$ cat config.mk
export PLATFORM = sky130hd
export DESIGN_NAME = iterative_alu_unit
export DESIGN_NICKNAME = d
export VERILOG_FILES = /design/src/rtl/iterative_alu_unit.sv
export SDC_FILE = /design/constraint.sdc
export NUM_CORES = 1
export LEC_CHECK = 0
export BUFFER_PORTS_ARGS = -buffer_cell sky130_fd_sc_hd__buf_2
export CORE_UTILIZATION = 55
export CTS_CLUSTER_SIZE = 8
export DETAILED_ROUTE_END_ITERATION = 10
export MAX_ROUTING_LAYER = met4
export PLACE_DENSITY = 0.74
export SYNTH_ARGS = -nofsm -noshare
export SYNTH_HDL_FRONTEND = slang
export SYNTH_SLANG_ARGS = --single-unit
$ cat constraint.sdc
create_clock -name clk -period 5.5 [get_ports clk]
set_input_delay 0.55 -clock clk [delete_from_list [all_inputs] [get_ports clk]]
set_output_delay 0.55 -clock clk [all_outputs]
set_load 0.02 [all_outputs]
$ cat src/rtl/iterative_alu_unit.sv
// Execute-stage ALU: single-cycle logic/add/sub/slt, iterative shift-add MUL and
// (when ALU_DIV_EN is defined) restoring DIVU/REMU, with a start/done handshake.
module iterative_alu_unit #(
  parameter int WIDTH = 32
) (
  input  logic             clk,
  input  logic             rst,
  input  logic             start,
  input  logic [3:0]       alu_op,
  input  logic [WIDTH-1:0] src_a,
  input  logic [WIDTH-1:0] src_b,
  output logic [WIDTH-1:0] result,
  output logic             zero,
  output logic             busy,
  output logic             done,
  output logic [1:0]       fsm_state
);

  // Handshake: start is sampled only in IDLE; busy is high whenever the unit is
  // not IDLE; done is a one-cycle pulse and result/zero hold until the next done.
  localparam logic [1:0] S_IDLE = 2'd0;
  localparam logic [1:0] S_EXEC = 2'd1;
  localparam logic [1:0] S_DONE = 2'd2;

  localparam logic [3:0] OP_AND  = 4'b0000;
  localparam logic [3:0] OP_OR   = 4'b0001;
  localparam logic [3:0] OP_ADD  = 4'b0010;
  localparam logic [3:0] OP_SUB  = 4'b0110;
  localparam logic [3:0] OP_SLT  = 4'b0111;
  localparam logic [3:0] OP_MUL  = 4'b1000;
`ifdef ALU_DIV_EN
  localparam logic [3:0] OP_DIVU = 4'b1001;
  localparam logic [3:0] OP_REMU = 4'b1010;
`endif

  localparam int CW = $clog2(WIDTH + 1);

  logic [1:0]       state;
  logic [CW-1:0]    cnt;
  logic [3:0]       op_q;
  logic [WIDTH-1:0] opa_q;   // MUL: shifting multiplicand; DIV: dividend shifting into quotient
  logic [WIDTH-1:0] opb_q;   // MUL: shifting multiplier;   DIV: divisor
  logic [WIDTH-1:0] acc_q;   // MUL: partial product;       DIV: partial remainder

  logic             is_iter;
  logic [WIDTH-1:0] quick_res;
  logic [WIDTH-1:0] step_a;
  logic [WIDTH-1:0] step_b;
  logic [WIDTH-1:0] step_acc;
  logic [WIDTH-1:0] iter_res;
`ifdef ALU_DIV_EN
  logic [WIDTH:0]   rem_shift;
  logic [WIDTH:0]   diff;
`endif

  always_comb begin
    quick_res = '0;
    case (alu_op)
      OP_AND:  quick_res = src_a & src_b;
      OP_OR:   quick_res = src_a | src_b;
      OP_ADD:  quick_res = src_a + src_b;
      OP_SUB:  quick_res = src_a - src_b;
      OP_SLT:  quick_res = {{(WIDTH-1){1'b0}}, ($signed(src_a) < $signed(src_b))};
      default: quick_res = '0;
    endcase
  end

  always_comb begin
`ifdef ALU_DIV_EN
    is_iter = (alu_op == OP_MUL) || (alu_op == OP_DIVU) || (alu_op == OP_REMU);
`else
    is_iter = (alu_op == OP_MUL);
`endif
  end

  always_comb begin
    step_a   = opa_q;
    step_b   = opb_q;
    step_acc = acc_q;
`ifdef ALU_DIV_EN
    rem_shift = '0;
    diff      = '0;
`endif
    if (op_q == OP_MUL) begin
      step_acc = acc_q + (opb_q[0] ? opa_q : '0);
      step_a   = opa_q << 1;
      step_b   = opb_q >> 1;
    end
`ifdef ALU_DIV_EN
    else begin
      // A zero divisor never borrows, giving an all-ones quotient and remainder = dividend.
      rem_shift = {acc_q, opa_q[WIDTH-1]};
      diff      = rem_shift - {1'b0, opb_q};
      if (!diff[WIDTH]) begin
        step_acc = diff[WIDTH-1:0];
        step_a   = {opa_q[WIDTH-2:0], 1'b1};
      end else begin
        step_acc = rem_shift[WIDTH-1:0];
        step_a   = {opa_q[WIDTH-2:0], 1'b0};
      end
    end
    iter_res = (op_q == OP_DIVU) ? step_a : step_acc;
`else
    iter_res = step_acc;
`endif
  end

  always_ff @(posedge clk) begin
    if (rst) begin
      state  <= S_IDLE;
      cnt    <= '0;
      op_q   <= '0;
      opa_q  <= '0;
      opb_q  <= '0;
      acc_q  <= '0;
      result <= '0;
      zero   <= 1'b1;
    end else begin
      case (state)
        S_IDLE: begin
          if (start) begin
            if (is_iter) begin
              state <= S_EXEC;
              op_q  <= alu_op;
              opa_q <= src_a;
              opb_q <= src_b;
              acc_q <= '0;
              cnt   <= CW'(WIDTH);
            end else begin
              state  <= S_DONE;
              result <= quick_res;
              zero   <= (quick_res == '0);
            end
          end
        end
        S_EXEC: begin
          opa_q <= step_a;
          opb_q <= step_b;
          acc_q <= step_acc;
          cnt   <= cnt - CW'(1);
          if (cnt == CW'(1)) begin
            state  <= S_DONE;
            result <= iter_res;
            zero   <= (iter_res == '0);
          end
        end
        S_DONE:  state <= S_IDLE;
        default: state <= S_IDLE;
      endcase
    end
  end

  assign busy      = (state != S_IDLE);
  assign done      = (state == S_DONE);
  assign fsm_state = state;

endmodule

== Word level (Yosys, flattened, before mapping) ==
Cells that the tools add are included.
Widths: inputs -> output; s select.
Storage, ports and cells
  logic and storage cells: 69
  register bits: 141
Operators by class
  bitwise gates (word level): 2
  equality and inequality tests: 14
  muxes and demuxes: 29
  reduce and logical (&&, ||, !) cells: 11
  $add $sub $neg: 4
  $lt $le $gt $ge: 1
Operators with widths (count)
  $mux 32: 13
  $pmux 32 s2: 4
  $pmux 32 s5: 1
  $add 32x32->32: 2
  $logic_not 32->1: 2
  $and 32x32->32: 1
  $lt 32x32->1: 1
  $or 32x32->32: 1
  $sub 32x32->32: 1
  $mux 6: 2
  $pmux 6 s2: 1
  $ne 2x2->1 const B: 5
  $eq 4x3->1 const B: 2
  $eq 4x4->1 const B: 2
  $reduce_and 4->1: 2
  $eq 6x1->1 const B: 1
  $mux 2: 3
  $reduce_and 3->1: 2
  $sub 6x1->6 const B: 1
  $eq 4x1->1 const B: 1
  $eq 4x2->1 const B: 1
  $logic_not 4->1: 1
  $pmux 2 s2: 1
  $reduce_bool 2->1: 2
  other kinds (6): 8

== Logic depth before layout (Yosys ltp) ==
  word-level depth: 6
  gate-level depth with buffers: 16

== Worst setup path before layout ==
No wires, ideal clock.
  path type: reg2reg
  start point: register opb_q[0]
  end point: register zero
  buffers on the path: 0
  stages on the path, launching flop included: 16
  library setup time: 0.062 ns
  arrival time: 3.594 ns
  required time: 5.438 ns
  setup slack: 1.844 ns
  path through: dfxtp_1 -> and2_1 -> ha_1 -> fa_1 -> a21oi_1 -> o22ai_1 -> o21ai_1 -> a31oi_1 -> and3_1 -> a211oi_1 -> nand3_1 -> or4_1 -> nor4_2 -> nand4_1 -> or4_1 -> nand3_1
Between the ends
  cells in the longest elaborated chain, start to end: 6
RTL lines
  start, declared: RTL line 42  | logic [WIDTH-1:0] opb_q;
  start signal, assigned: RTL line 126  | opb_q <= src_b;
  start signal, assigned: RTL line 138  | opb_q <= step_b;
  $mux 32: RTL line 85  | step_acc = acc_q + (opb_q[0] ? opa_q : '0);
  $add 32x32->32: RTL line 85
  $mux 32: RTL line 84  | if (op_q == OP_MUL) begin
  $logic_not 32->1: RTL line 144  | zero <= (iter_res == '0);
  $mux 1: RTL line 141  | if (cnt == CW'(1)) begin
  $pmux 1 s2: RTL line 119  | case (state)
  end signal, assigned: RTL line 132  | zero <= (quick_res == '0);
  end signal, assigned: RTL line 144
  end, declared: RTL line 13  | output logic zero,
No other way between the ends. The select of a mux whose other input is x is not followed.
A chain may end at the register's enable or synchronous reset.

== Worst setup path after layout ==
Same ends and word-level chain as after synthesis.

==> results.md <==
- Yosys mapped a number of flops with a built-in enable equal to 0.
- For this design the static power due to leakage is 6.325 nW.
- The hold-fix buffer count after cts is 0.
- The prevailing post-synth register cell is sky130_fd_sc_hd__dfxtp_1.
- The placement row count is 56.
- The clock latency on the worst-skew pair is 0.44 ns.
- The pre-antenna-repair detailed-routing pass consisted of 6 iterations.
- For this run, the register share of the synthesized area comes to 20.95%.
- Setup repair after global routing left no endpoint under its margin.
- Net switching is 36.34% of the power.
- The shortest clock period the worst path allows after layout is roughly 4.8 ns.
- The worst path meets setup with 0.7308 ns of slack.
- The y dimension of the die is 158.5 µm.
- During I/O placement, the number of pins put on the boundary was 108.
- Once the clock tree was built, the setup fixing pass inserted 0 buffers.
- The wire length reported by the detailed router is 44.48 mm.
- Sorting the synthesized cells by area gives the leading types as sky130_fd_sc_hd__dfxtp_1 (21%), sky130_fd_sc_hd__ha_1 (12%), sky130_fd_sc_hd__nand2_1 (8.1%).
- After legalization and detailed placement, the total HPWL measured 33.06 mm.
- The horizontal die dimension is ~160 µm.
- The cell sitting at the root of the clock tree is a sky130_fd_sc_hd__clkbuf_16.
- The run finished with clean final reports.
- The ratio of total power to cell area is 204.0 nW/µm².
- The global route total overflow is 0.
- The number of pins with negative max-slew slack in the final report was 0.
- Averaged over all synthesized cells, the footprint is 7.046 µm².
- The area share of xor/xnor cells in the synthesized design is 2.731%.
- The area growth from synthesis to layout is 8.972%.
- After synthesis, the largest family of logic cells by area is compound AO/OA/AOI/OAI gates.
- The setup violation total in the final timing report is 0.
- The number of global-route vias before repair was 12,830.
- After clock tree synthesis, the clock-pin slew on the worst setup and hold paths is 0.07 ns.
- The count of nets left with antenna violations once routing finished came out at 0.
- The number of gates resized after CTS is 0.
- The setup path with the least slack is of type reg -> reg.
- The portion of total power attributed to combinational logic is 25.5%.
- The average detailed-routed wire length per instance is 19.61 µm.
- The full die area is 25,120 µm².
- The Yosys warning count is 0.
- The count of input and output buffers is 107.
- The synthesized netlist cell count is 1,912.
- After Yosys synthesis, and, or, nand and nor cells account for roughly 25% of the synthesized area.
- The deepest clock path buffer count is 2.
- The completed layout was analyzed and its total power is 2.995 mW.
- The synthesized netlist devotes between 10% and 20% of its cell area to adder and majority cells.
- The number of flip-flops and latches in the synthesized netlist is 141.
- The initial antenna violation count is 1.
- The maximum clock rate is approximately 210 MHz.
- The worst slack after detailed placement is 0.8555 ns.
- The total internal power is ~1.9 mW.
- The CTS tree is done.
- Adding up every negative setup slack in the final design gives 0 ns.
- The worst min-delay path class is in -> reg.
- The clock group share of total power is 39.0%.
- The max-slew headroom at the worst pin is 24.51%.
- The number of hold-slack violations in the final timing report came to 0.
- The worst-case vdd ir drop is 160.7 µV.
- TritonCTS created 17 clock buffers.
- Summed over its instances, the top area cell type makes up 20.95% of the synthesized netlist area.
- The post-synthesis cell area is 13,470 µm².
- The cell type contributing the most total cell area after synthesis is sky130_fd_sc_hd__dfxtp_1.
- The first global-routing pass estimated around 70 mm of wire.
- The layout has 2,269 filler cells.
- For this design, the sink count on the clock tree is 141.
- The final critical-path share of the clock period is 86.71%.
- The analysis attributes to net switching a power of 1.088 mW.
- The launch point of the worst reg-to-reg path is opb_q[0]$_SDFFE_PP0P_.
- The final worst clock skew is 0.01581 ns.
- Counting cells, the worst reg-to-reg path comes to 15.
- The number of max-capacitance violations reported is 0.
- The count of different cell masters after synthesis is 83.
- The initial utilization of the core area, before any placement, comes to 56.72%.
- Entering global routing, the biggest net connects 100 pins.
- Of all nets on the critical path, the largest fanout is 33.
- At the pin with the least slew margin, the transition time is 1.132 ns.
- The most critical setup path has its endpoint at zero$_SDFFE_PP1P_.
- Data on the critical path is required at its endpoint by 5.88 ns.
- The number of nets in the finished design is 2,141.
- The worst setup path is launched from a flop.
- The share of flip-flops with an asynchronous set or reset after synthesis is 0%.
- The share of total power in sequential cells is 35.4%.
- For flop-to-flop paths, the worst setup slack is 0.73 ns.
- The arrival time of data at the critical path endpoint is just over 5 ns.
- The proportion of layout cells with a drive suffix above 1 is 9.446%.
- STA classifies the critical path endpoint as a flop.
- The standard cell core area is 23,750 µm².
- The overall track demand over capacity in global routing is between 30 and 40%.
- In this run the critical register-to-register path is captured at zero$_SDFFE_PP1P_.
- The launch point of the critical path is opb_q[0]$_SDFFE_PP0P_.
- The H-tree was split into 4 levels.
- After detailed routing, the number of vias per cell comes to 6.331.
- The count of unresolved DRC violations after routing is 0.
- At the end of routability-driven placement, the weighted congestion stood at around 1.0.
- Across all layers, the routed design uses 14,360 vias.
- The number of nets handed over by synthesis was between 2,000 and 2,500.
- The complex-gate fraction of the synthesized area is 28.21%.
- The violation count after the first detailed-routing iteration is 1,363.
- The worst hold slack across all endpoints is 0.4000 ns.
- In the synthesized netlist, mux cells make up 3.288% of the area.
[layout make-up]
cell class / instances / area, µm² / area share [%]
inverter: 133 / 499.2 / 3.401
sequential: 141 / 2823 / 19.23
timing repair buffer: 122 / 650.6 / 4.432
clock buffer: 17 / 425.4 / 2.898
tap: 319 / 399.1 / 2.719
antenna: 1 / 2.502 / 0.01705
clock inverter: 15 / 146.4 / 0.9972
multi-input combinational: 1520 / 9734 / 66.31
[worst min-delay path by stage]
stage,startpoint,to,slack [ns],cells past startpoint
2_1_floorplan,op_q[3]$_SDFFE_PP0P_,op_q[3]$_SDFFE_PP0P_,0.45,2
5_1_grt,src_b[13],opb_q[13]$_SDFFE_PP0P_,0.40,3
3_3_place_gp,result[0]$_SDFFE_PP0P_,result[0]$_SDFFE_PP0P_,0.43,2
6_report,src_b[15],opb_q[15]$_SDFFE_PP0P_,0.40,3
4_1_cts,src_b[13],opb_q[13]$_SDFFE_PP0P_,0.39,3
3_5_place_dp,result[17]$_SDFFE_PP0P_,result[17]$_SDFFE_PP0P_,0.44,2
[critical path, cell delays in order, from the launching register on]
cell	delay (ns)
sky130_fd_sc_hd__dfxtp_1	0.61
sky130_fd_sc_hd__and2_1	0.33
sky130_fd_sc_hd__ha_1	0.23
sky130_fd_sc_hd__fa_1	0.46
sky130_fd_sc_hd__a21oi_1	0.17
sky130_fd_sc_hd__o22ai_1	0.13
sky130_fd_sc_hd__o21ai_1	0.34
sky130_fd_sc_hd__a31oi_1	0.25
sky130_fd_sc_hd__and3_1	0.23
sky130_fd_sc_hd__a211oi_1	0.33
sky130_fd_sc_hd__nand3_1	0.12
sky130_fd_sc_hd__or4_1	0.53
sky130_fd_sc_hd__nor4_2	0.19
sky130_fd_sc_hd__nand4_1	0.13
sky130_fd_sc_hd__or4_1	0.55
sky130_fd_sc_hd__nand3_1	0.11
[metrics by stage]
step	area, µm²	utilization (%)	instances
2_1_floorplan	13470	-	1912
3_3_place_gp	14110	59.39	2235
3_5_place_dp	14110	59.39	2235
4_1_cts	14680	61.79	2267
5_1_grt	14680	61.80	2268
6_report	14680	61.80	2268
[cell usage after synthesis (all sizes together), types with 12 or more instances]
| library cell | count |
|---|---|
| nor3 | 32 |
| nand4 | 17 |
| a31oi | 19 |
| and2 | 44 |
| inv | 133 |
| nor2 | 212 |
| xor2 | 14 |
| nand2 | 291 |
| a21o | 32 |
| clkbuf | 99 |
| ha | 132 |
| buf | 19 |
| o31ai | 13 |
| o211ai | 19 |
| a21oi | 161 |
| a211oi | 26 |
| nor4 | 22 |
| nand3 | 39 |
| dfxtp | 141 |
| o21ai | 88 |
| o21a | 13 |
| o21bai | 12 |
| nor2b | 13 |
| nand2b | 13 |
| a311oi | 66 |
| mux2i | 42 |
| xnor2 | 28 |
[per-layer routing]
metal / up-vias / track usage [%] / part of all wire, % / routed length (µm)
met3: 52 / 5.498 / 9.2 / 4095
met5: - / - / 0 / 0
met4: 0 / 8.333 / 1.3 / 578
met1: 6765 / 50.94 / 46 / 20350
li1: 6863 / - / - / -
met2: 678 / 55.45 / 44 / 19460
[layout by cell type (no fill, tap or decap), types with 10 or more instances in the layout]
cell type / n
sky130_fd_sc_hd__nand2b_1: 12
sky130_fd_sc_hd__o21ai_0: 84
sky130_fd_sc_hd__clkbuf_16: 17
sky130_fd_sc_hd__nand3_1: 39
sky130_fd_sc_hd__o21a_1: 13
sky130_fd_sc_hd__o2111ai_1: 10
sky130_fd_sc_hd__dfxtp_1: 141
sky130_fd_sc_hd__a211oi_1: 24
sky130_fd_sc_hd__nand2_1: 291
sky130_fd_sc_hd__a31oi_1: 19
sky130_fd_sc_hd__a311oi_1: 66
sky130_fd_sc_hd__nor2_1: 211
sky130_fd_sc_hd__xor2_1: 14
sky130_fd_sc_hd__o31ai_1: 13
sky130_fd_sc_hd__nand4_1: 17
sky130_fd_sc_hd__a21o_1: 32
sky130_fd_sc_hd__a21oi_1: 161
sky130_fd_sc_hd__nor2b_1: 12
sky130_fd_sc_hd__nor3_1: 29
sky130_fd_sc_hd__inv_1: 133
sky130_fd_sc_hd__o21bai_1: 12
sky130_fd_sc_hd__mux2i_1: 42
sky130_fd_sc_hd__buf_4: 16
sky130_fd_sc_hd__buf_2: 106
sky130_fd_sc_hd__nor4_1: 20
sky130_fd_sc_hd__xnor2_1: 28
sky130_fd_sc_hd__ha_1: 132
sky130_fd_sc_hd__and2_1: 43
sky130_fd_sc_hd__a22oi_1: 10
sky130_fd_sc_hd__o211ai_1: 18
[flip-flops by register name, summed over array words and instances, names as in the netlist]
name and count:
op_q 4, opa_q 32, fsm_state 2, opb_q 32, cnt 6, result 32, zero 1, acc_q 32
[logic make-up after synthesis]
family	after synthesis
compound gates	560
xor+xnor	42
fa+ha+maj	135
buf+inv	251
flops	141
mux	44
simple gates	739
[power by group through the flow]
stage               sequential, mW  combinational [mW]  clock [mW]
finish                        1.06               0.765        1.17
global route                  1.06               0.829        1.22
CTS                           1.06               0.743        1.17
detailed placement            1.08               0.740           0
global placement              1.08               0.737           0
floorplan                     1.09               0.495           0
No activity file was read; power rests on OpenSTA's default activity.
